**config.mk**
```make
export PLATFORM = sky130hd
export DESIGN_NAME = maquina_estados_param
export DESIGN_NICKNAME = d
export VERILOG_FILES = /design/src/rtl/maquina_estados_param.sv
export SDC_FILE = /design/constraint.sdc
export NUM_CORES = 1
export LEC_CHECK = 0
export BUFFER_PORTS_ARGS = -buffer_cell sky130_fd_sc_hd__buf_4
export CAP_MARGIN = 20
export CORE_UTILIZATION = 44
export CTS_CLUSTER_SIZE = 20
export DETAILED_ROUTE_END_ITERATION = 12
export GPL_TIMING_DRIVEN = 1
export PLACE_DENSITY = 0.77
export RECOVER_POWER = 50
export SLEW_MARGIN = 10
export SYNTH_ARGS = -nofsm -noshare
export SYNTH_HDL_FRONTEND = slang
export SYNTH_SLANG_ARGS = --single-unit
```
**constraint.sdc**
```tcl
create_clock -name clk -period 2.2 [get_ports clk]
set_clock_uncertainty 0.05 [all_clocks]
set_input_delay 0.22 -clock clk [delete_from_list [all_inputs] [get_ports clk]]
set_output_delay 0.22 -clock clk [all_outputs]
set_load 0.01 [all_outputs]
```
**src/rtl/maquina_estados_param.sv**
```systemverilog
// Flow-control supervisor for a bank of NUM_FIFOS FIFOs: RESET/INIT/IDLE/ACTIVE/ERROR.
// Latency: state and decoded outputs registered one cycle after inputs; sig_estado is combinational.
// Backpressure: none; error_fifos traps into a sticky ERROR that only the async reset clears.
module maquina_estados_param #(
  parameter int NUM_FIFOS = 8,
  parameter int UMBRAL_W  = 3,
  parameter int IDLE_HOLD = 4
) (
  input  logic                         clk,
  input  logic                         reset,
  input  logic                         init,
  input  logic [UMBRAL_W-1:0]          bajo,
  input  logic [UMBRAL_W-1:0]          alto,
  input  logic [NUM_FIFOS-1:0]         empty_fifos,
  input  logic [NUM_FIFOS-1:0]         error_fifos,
  output logic [2:0]                   estado,
  output logic [2:0]                   sig_estado,
  output logic [UMBRAL_W-1:0]          bajo_out,
  output logic [UMBRAL_W-1:0]          alto_out,
  output logic                         idle_out,
  output logic                         active_out,
  output logic                         error_out,
  output logic                         cfg_err_out,
  output logic [$clog2(NUM_FIFOS)-1:0] error_id
);

  localparam int ID_W = $clog2(NUM_FIFOS);
  localparam int CW   = (IDLE_HOLD > 1) ? $clog2(IDLE_HOLD) : 1;
  localparam logic [CW-1:0] HOLD_LAST = CW'(IDLE_HOLD - 1);

  typedef enum logic [2:0] {
    S_RESET  = 3'd0,
    S_INIT   = 3'd1,
    S_IDLE   = 3'd2,
    S_ACTIVE = 3'd3,
    S_ERROR  = 3'd4
  } state_t;

  state_t          state_q;
  state_t          state_d;
  logic [CW-1:0]   cnt_q;
  logic [CW-1:0]   cnt_d;
  logic [ID_W-1:0] low_id;
  logic            all_empty;
  logic            any_err;
  logic            thr_ok;

  assign all_empty = &empty_fifos;
  assign any_err   = |error_fifos;
  assign thr_ok    = (bajo < alto);

  // Scan downward so the lowest set index is the last one written.
  always_comb begin
    low_id = '0;
    for (int i = NUM_FIFOS - 1; i >= 0; i--) begin
      if (error_fifos[i]) low_id = ID_W'(i);
    end
  end

  always_comb begin
    state_d = state_q;
    case (state_q)
      S_RESET:  state_d = S_INIT;
      S_INIT: begin
        if (any_err)              state_d = S_ERROR;
        else if (!init && thr_ok) state_d = S_IDLE;
        else                      state_d = S_INIT;
      end
      S_IDLE: begin
        if (any_err)         state_d = S_ERROR;
        else if (init)       state_d = S_INIT;
        else if (!all_empty) state_d = S_ACTIVE;
        else                 state_d = S_IDLE;
      end
      S_ACTIVE: begin
        if (any_err)                              state_d = S_ERROR;
        else if (init)                            state_d = S_INIT;
        else if (all_empty && cnt_q == HOLD_LAST) state_d = S_IDLE;
        else                                      state_d = S_ACTIVE;
      end
      S_ERROR:  state_d = S_ERROR;
      default:  state_d = S_RESET;
    endcase
    // While reset is held the register cannot advance, so the true next state is RESET.
    if (!reset) state_d = S_RESET;
  end

  // Hold counter only survives consecutive all-empty cycles that remain in ACTIVE.
  always_comb begin
    cnt_d = '0;
    if (state_q == S_ACTIVE && state_d == S_ACTIVE && all_empty) begin
      cnt_d = (cnt_q == HOLD_LAST) ? cnt_q : cnt_q + 1'b1;
    end
  end

  always_ff @(posedge clk or negedge reset) begin
    if (!reset) begin
      state_q <= S_RESET;
      cnt_q   <= '0;
    end else begin
      state_q <= state_d;
      cnt_q   <= cnt_d;
    end
  end

  always_ff @(posedge clk or negedge reset) begin
    if (!reset) begin
      bajo_out    <= '0;
      alto_out    <= '0;
      idle_out    <= 1'b0;
      active_out  <= 1'b0;
      error_out   <= 1'b0;
      cfg_err_out <= 1'b0;
      error_id    <= '0;
    end else begin
      idle_out    <= (state_d == S_IDLE);
      active_out  <= (state_d == S_ACTIVE);
      error_out   <= (state_d == S_ERROR);
      cfg_err_out <= (state_q == S_INIT) && (state_d == S_INIT) && !thr_ok;
      if (state_q == S_INIT && thr_ok) begin
        bajo_out <= bajo;
        alto_out <= alto;
      end
      if (state_q != S_ERROR && state_d == S_ERROR) error_id <= low_id;
    end
  end

  assign estado     = state_q;
  assign sig_estado = state_d;

endmodule

```
==> results of run 1 <==
## where the power goes
part	internal, mW	switching, mW
sequential	0.398	0.0387
clock	0.101	0.0970
combinational	0.155	0.152
total	0.654	0.288
## layout make-up
cell class | instances | area share
Multi-Input combinational cell | 59 | 0.350
Inverter | 7 | 0.0194
Sequential cell | 18 | 0.333
Timing Repair Buffer | 49 | 0.246
Tap cell | 27 | 0.0250
Clock buffer | 4 | 0.0268
## per-layer routing
layer / track usage / vias up
li1: - / 412
met1: 0.255 / 392
met2: 0.395 / 39
met3: 0.0340 / 6
met4: 0.109 / 0
met5: 0 / -
## repair_timing
item	in CTS	in global routing
endpoints found under the hold margin	18	0
cloned	0	0
hold buffers	1	0
gates resized for setup	2	6
buffers inserted	0	0
setup endpoints to repair	1	2
## per-stage QoR
stage	std cells	hold WS [ns]	util
final	164	0.0658	0.697
after global placement	159	-0.0111	0.671
after floorplan	84	-0.126	-
after global routing	164	0.0641	0.697
after CTS	164	0.0611	0.698
after detailed placement	159	-0.0106	0.671
## logic make-up (layout without fill, tap and decap cells)
kind of cell	count (synthesis)	count (layout)	synth area share
and+or+nand+nor	34	34	0.230
muxes	5	5	0.0606
buffers and inverters	7	60	0.0289
AOI/OAI and AO/OA	16	16	0.134
DFF	18	18	0.496
adders and majority gates	3	3	0.0413
xor gates and xnor gates	1	1	0.00964
## cells in the mapped netlist (3+ instances only)
cell type,number
dfrtp_1,18
nand2_1,10
inv_1,7
mux2_2,4
nor2_1,4
nor3_1,4
a21oi_1,3
ha_1,3
nand4_1,3
o21ai_0,3
## sequential cells by signal, indices dropped and copies added, names as in the netlist
| register | cells |
|---|---|
| alto_out | 3 |
| bajo_out | 3 |
| error_id | 3 |
| estado | 3 |
| cnt_q | 2 |
| active_out | 1 |
| cfg_err_out | 1 |
| error_out | 1 |
| idle_out | 1 |
## worst min path at each step
stage	startpoint	endpoint	slack [ns]	cells past startpoint
floorplan	reset	active_out$_DFF_PN0_	-0.13	0
global placement	reset	estado[0]$_DFF_PN0_	-0.01	1
detailed placement	reset	estado[0]$_DFF_PN0_	-0.01	1
CTS	error_fifos[0]	error_id[0]$_DFFE_PN0P_	0.06	2
global route	error_fifos[0]	error_id[0]$_DFFE_PN0P_	0.06	2
finish	error_fifos[0]	error_id[0]$_DFFE_PN0P_	0.07	2
==> results.cfg, run 1 <==
[timing]
setup_viol = 0
finalCritPeriodShare = 0.940
setup_tns_ns = 0
rsz0062_at_grt = no
tightestPinTransition_ns = 0.778
hold_violations = 0
period_needed_ns = 2.07
worst_slew_margin_rel = 0.481
fin_ws_ns = 0.133
maxSlewViolCount = 0
max_clock_freq_mhz = 484

[critical_path]
critPathCapture = sig_estado[0]
critPathKind = register to output pin
reg2reg_depth = 7
r2r_start = cnt_q[0]$_DFFE_PN0P_
cp.arrival_ns = 1.80
crit_required_ns = 1.93
critPathBufInv = 3
worst_path_max_delay_cell = dfrtp_1
critPathMaxFanout = 3
end_kind = output pin
slowest_delay_ns = 0.41
crit_family = compound AO/OA/AOI/OAI gates
worst_setup_path_start_kind = register
startpoint = cnt_q[0]$_DFFE_PN0P_
rrSetupSlack_ns = 0.33
r2r-end = cfg_err_out$_DFF_PN0_
path_cells = ha_4 -> inv_1 -> a2111oi_4 -> a2111oi_2 -> a31oi_2 -> inv_1 -> buf_4
path_depth = 7
cpMostUsedCell = inv_1

[logic_synthesis]
synth.area.top_cells = dfrtp_1 50%, mux2_2 5.0%, ha_1 4.1%
ys_seq_area_frac = 0.496
synthDominantAreaCellType = dfrtp_1
syn_nets = 112
synth_area_um2 = 908
ys_warn_count = 0
synth_enable_flop_cells = 0
syn-instance-count = 84
synth_ff_type = dfrtp_1
async_flop_share = 1.00
syn_avg_cell_area_um2 = 10.8
synth-seq-cells = 18
yosys.cell_types.count = 30
synth_top_area_share = 0.496

[routing]
top_layer = met4
route.detailed.wl_per_inst_um = 13.2
first_iter_violations = 10
drtAntennaViolNets = 0
drc = 0
wl_met3_um = 126
via_count = 849
wl_met1_um = 870
via_per_inst = 5.18
dr_wl_met2_mm = 1.13
wirelength_mm = 2.17
first_pass_iters = 4

[run_status]
status = finished, final reports clean

[global_route]
grtUsageTotal = 0.221
antenna_found_initial = 0
grt_pass1_wl_mm = 3.38
grt_pass1_vias = 815
grt_start_max_net_pins = 16
grt_overflow = 0

[floorplan]
initial_core_util = 0.468
dieArea_um2 = 2250
die_w_um = 47.4
fp.coreArea_um2 = 1940
rows = 16
ios = 44
die_h_um = 47.4

[clock_network]
htreeDepth = 1
cts_tree = done
cts_buffers = 3
cts.reportedPaths.clkPinSlew_ns = 0.09
cts_sinks = 18
insertion_delay_ns = 0.29
cts_buffer_depth = 2
cts_root_buffer = clkbuf_4

[final_layout]
nNetsFinal = 166
drive_gt1_frac = 0.409
final_common_cell = buf_4
regArea_um2 = 450
layout_common_cells = 38 x buf_4, 18 x dfrtp_1, 10 x nand2_1, 10 x clkbuf_1, 7 x inv_1
n_antenna_cell = 0
final_area_um2 = 1350
n_fill_cell = 173
area_delta_synth_final_pct = 49.0
multi_input_comb_area_um2 = 474

[run]
maxCapViolCount = 0

[placement]
numPortBuffers = 43
pre_cts_ws_ns = 0.0787
dpl.hpwl_mm = 1.67
gp_congestion = 0.797
place_area_um2 = 1300

[power_and_ir_drop]
p_per_area_nw_per_um2 = 696
leakage_nw = 0.639
total_power_mw = 0.942
ir_worst_vdd_mv = 0.633

[hold_path]
hp-class = input pin to register
Power figures use the tool's default switching activity.
==> inputs of run 2 (changes only) <==
--- a/config.mk
+++ b/config.mk
@@ -7,6 +7,7 @@
 export LEC_CHECK = 0
 export BUFFER_PORTS_ARGS = -buffer_cell sky130_fd_sc_hd__buf_4
 export CAP_MARGIN = 20
+export CORE_ASPECT_RATIO = 1.4
 export CORE_UTILIZATION = 44
 export CTS_CLUSTER_SIZE = 20
 export DETAILED_ROUTE_END_ITERATION = 12
==> run 2 against run 1 <==
Total power shrank 4.4%. Combinational power hardly changed. Clock power is 19% lower. Maximum frequency shrank 1.8%. Die area increased by 0.12%. Via count shrank 1.1%. Critical path depth did not move. Critical path type unchanged.
==> results.cfg, run 2 (synthesis results as in run 1) <==
[critical_path]
critPathBufInv = 3
worst_setup_path_start_kind = register
critPathKind = register to output pin
path_depth = 7
reg2reg_depth = 7
worst_path_max_delay_cell = dfrtp_1
slowest_delay_ns = 0.41
critPathMaxFanout = 3
startpoint = cnt_q[1]$_DFFE_PN0P_
path_cells = ha_4 -> inv_1 -> a2111oi_4 -> a2111oi_2 -> a31oi_2 -> inv_1 -> buf_4
end_kind = output pin
crit_family = compound AO/OA/AOI/OAI gates
cpMostUsedCell = inv_1
r2r_start = cnt_q[0]$_DFFE_PN0P_
cp.arrival_ns = 1.84
crit_required_ns = 1.93

[timing]
worst_slew_margin_rel = 0.468
hold_violations = 0
setup_tns_ns = 0
period_needed_ns = 2.11
tightestPinTransition_ns = 0.797
fin_ws_ns = 0.0942
max_clock_freq_mhz = 475
finalCritPeriodShare = 0.957
setup_viol = 0
rsz0062_at_grt = yes
maxSlewViolCount = 0

[routing]
drtAntennaViolNets = 0
wirelength_mm = 2.12
first_iter_violations = 6
drc = 0
via_count = 840
route.detailed.wl_per_inst_um = 13.6
first_pass_iters = 2
via_per_inst = 5.38

[placement]
numPortBuffers = 43
place_area_um2 = 1290
gp_congestion = 0.784
dpl.hpwl_mm = 1.73
pre_cts_ws_ns = 0.0950

[power_and_ir_drop]
power_frac_clock = 0.178
total_power_mw = 0.900
p_per_area_nw_per_um2 = 679
power.switching_mw = 0.285
pwr-share-comb = 0.337
seq_power_share = 0.485
leakage_nw = 0.627
ir_worst_vdd_mv = 0.545
swShare = 0.316
p_int_mw = 0.616

[clock_network]
cts.reportedPaths.clkPinSlew_ns = 0.10
cts_buffers = 3
cts_buffer_depth = 2
cts_tree = done
cts_root_buffer = clkbuf_4
htreeDepth = 1
cts_sinks = 18
insertion_delay_ns = 0.29

[floorplan]
die_h_um = 55.8
fp.coreArea_um2 = 1950
dieArea_um2 = 2250
die_w_um = 40.4
ios = 44
rows = 19
initial_core_util = 0.466

[final_layout]
area_delta_synth_final_pct = 45.9
multi_input_comb_area_um2 = 474
regArea_um2 = 450
final_area_um2 = 1330
final_common_cell = buf_4
layout_common_cells = 37 x buf_4, 18 x dfrtp_1, 10 x nand2_1, 10 x clkbuf_1, 7 x inv_1
drive_gt1_frac = 0.400
n_antenna_cell = 0
nNetsFinal = 165
n_fill_cell = 174

[hold_path]
hp-start = error_fifos[1]
hp-class = input pin to register
worstHoldPathCells = 2

[global_route]
grt_start_max_net_pins = 16
grt_pass1_vias = 883
grt_pass1_wl_mm = 3.59
grtUsageTotal = 0.228
grt_overflow = 0
antenna_found_initial = 0

[run_status]
status = finished, final reports clean

[run]
maxCapViolCount = 0
-- run 2: cell count changes in the layout (fill, tap and decap cells not counted) --
cell | before | now
buf_4 | 38 | 37
clkbuf_8 | 1 | 0
-- run 2: power by group through the flow --
stage          Sequential [mW]  Combinational (mW)  Clock, mW
6_report                 0.436               0.304      0.160
2_1_floorplan            0.473               0.103          0
3_3_place_gp             0.439               0.322          0
5_1_grt                  0.449               0.340      0.175
3_5_place_dp             0.442               0.332          0
4_1_cts                  0.437               0.334      0.161
-- run 2: routing by layer --
| layer | vias to the layer above | global-route usage | routed length (um) |
|---|---|---|---|
| li1 | 410 | - | - |
| met4 | 0 | 0.114 | 52 |
| met1 | 389 | 0.233 | 807 |
| met5 | - | 0 | 0 |
| met2 | 37 | 0.404 | 1110 |
| met3 | 4 | 0.0360 | 146 |
-- run 2: area by class of cell --
| cell class | count | area share |
|---|---|---|
| repair buffers | 48 | 0.246 |
| clock buffers | 3 | 0.0170 |
| flip-flops and latches | 18 | 0.340 |
| inverters | 7 | 0.0198 |
| well taps | 21 | 0.0198 |
| multi-input cells | 59 | 0.358 |
-- run 2: per-stage QoR --
| stage | instances | util | hold WS, ns |
|---|---|---|---|
| global route | 156 | 0.680 | 0.0837 |
| global placement | 152 | 0.660 | -0.0154 |
| detailed placement | 152 | 0.660 | -0.0126 |
| CTS | 156 | 0.682 | 0.0736 |
| floorplan | 84 | - | -0.126 |
| finish | 156 | 0.680 | 0.0772 |
-- run 2: path summary, 6_finish.rpt --
check / to / slack (ns)
worst min-delay path: error_id[1]$_DFFE_PN0P_ / 0.08
worst max-delay path: sig_estado[0] / 0.09
worst max register to register: cfg_err_out$_DFF_PN0_ / 0.39
worst min register to register: error_id[1]$_DFFE_PN0P_ / 0.45
min in group asynchronous: estado[0]$_DFF_PN0_ / 0.22
max in group asynchronous: bajo_out[0]$_DFFE_PN0P_ / 0.95
-- run 2: repair_timing --
item,in CTS,in global routing
buffers inserted,0,0
pin swaps,0,1
endpoints found under the setup margin,1,2
resized for setup,3,5
gates cloned,0,0
hold buffers,1,0
hold endpoints to repair,18,0
-- run 2: worst register-to-register path: stages (launching register included) --
cell	delay [ns]
dfrtp_1	0.43
ha_4	0.19
inv_1	0.09
a2111oi_4	0.08
a2111oi_2	0.39
a31oi_2	0.08
buf_4	0.17
nor4b_2	0.24
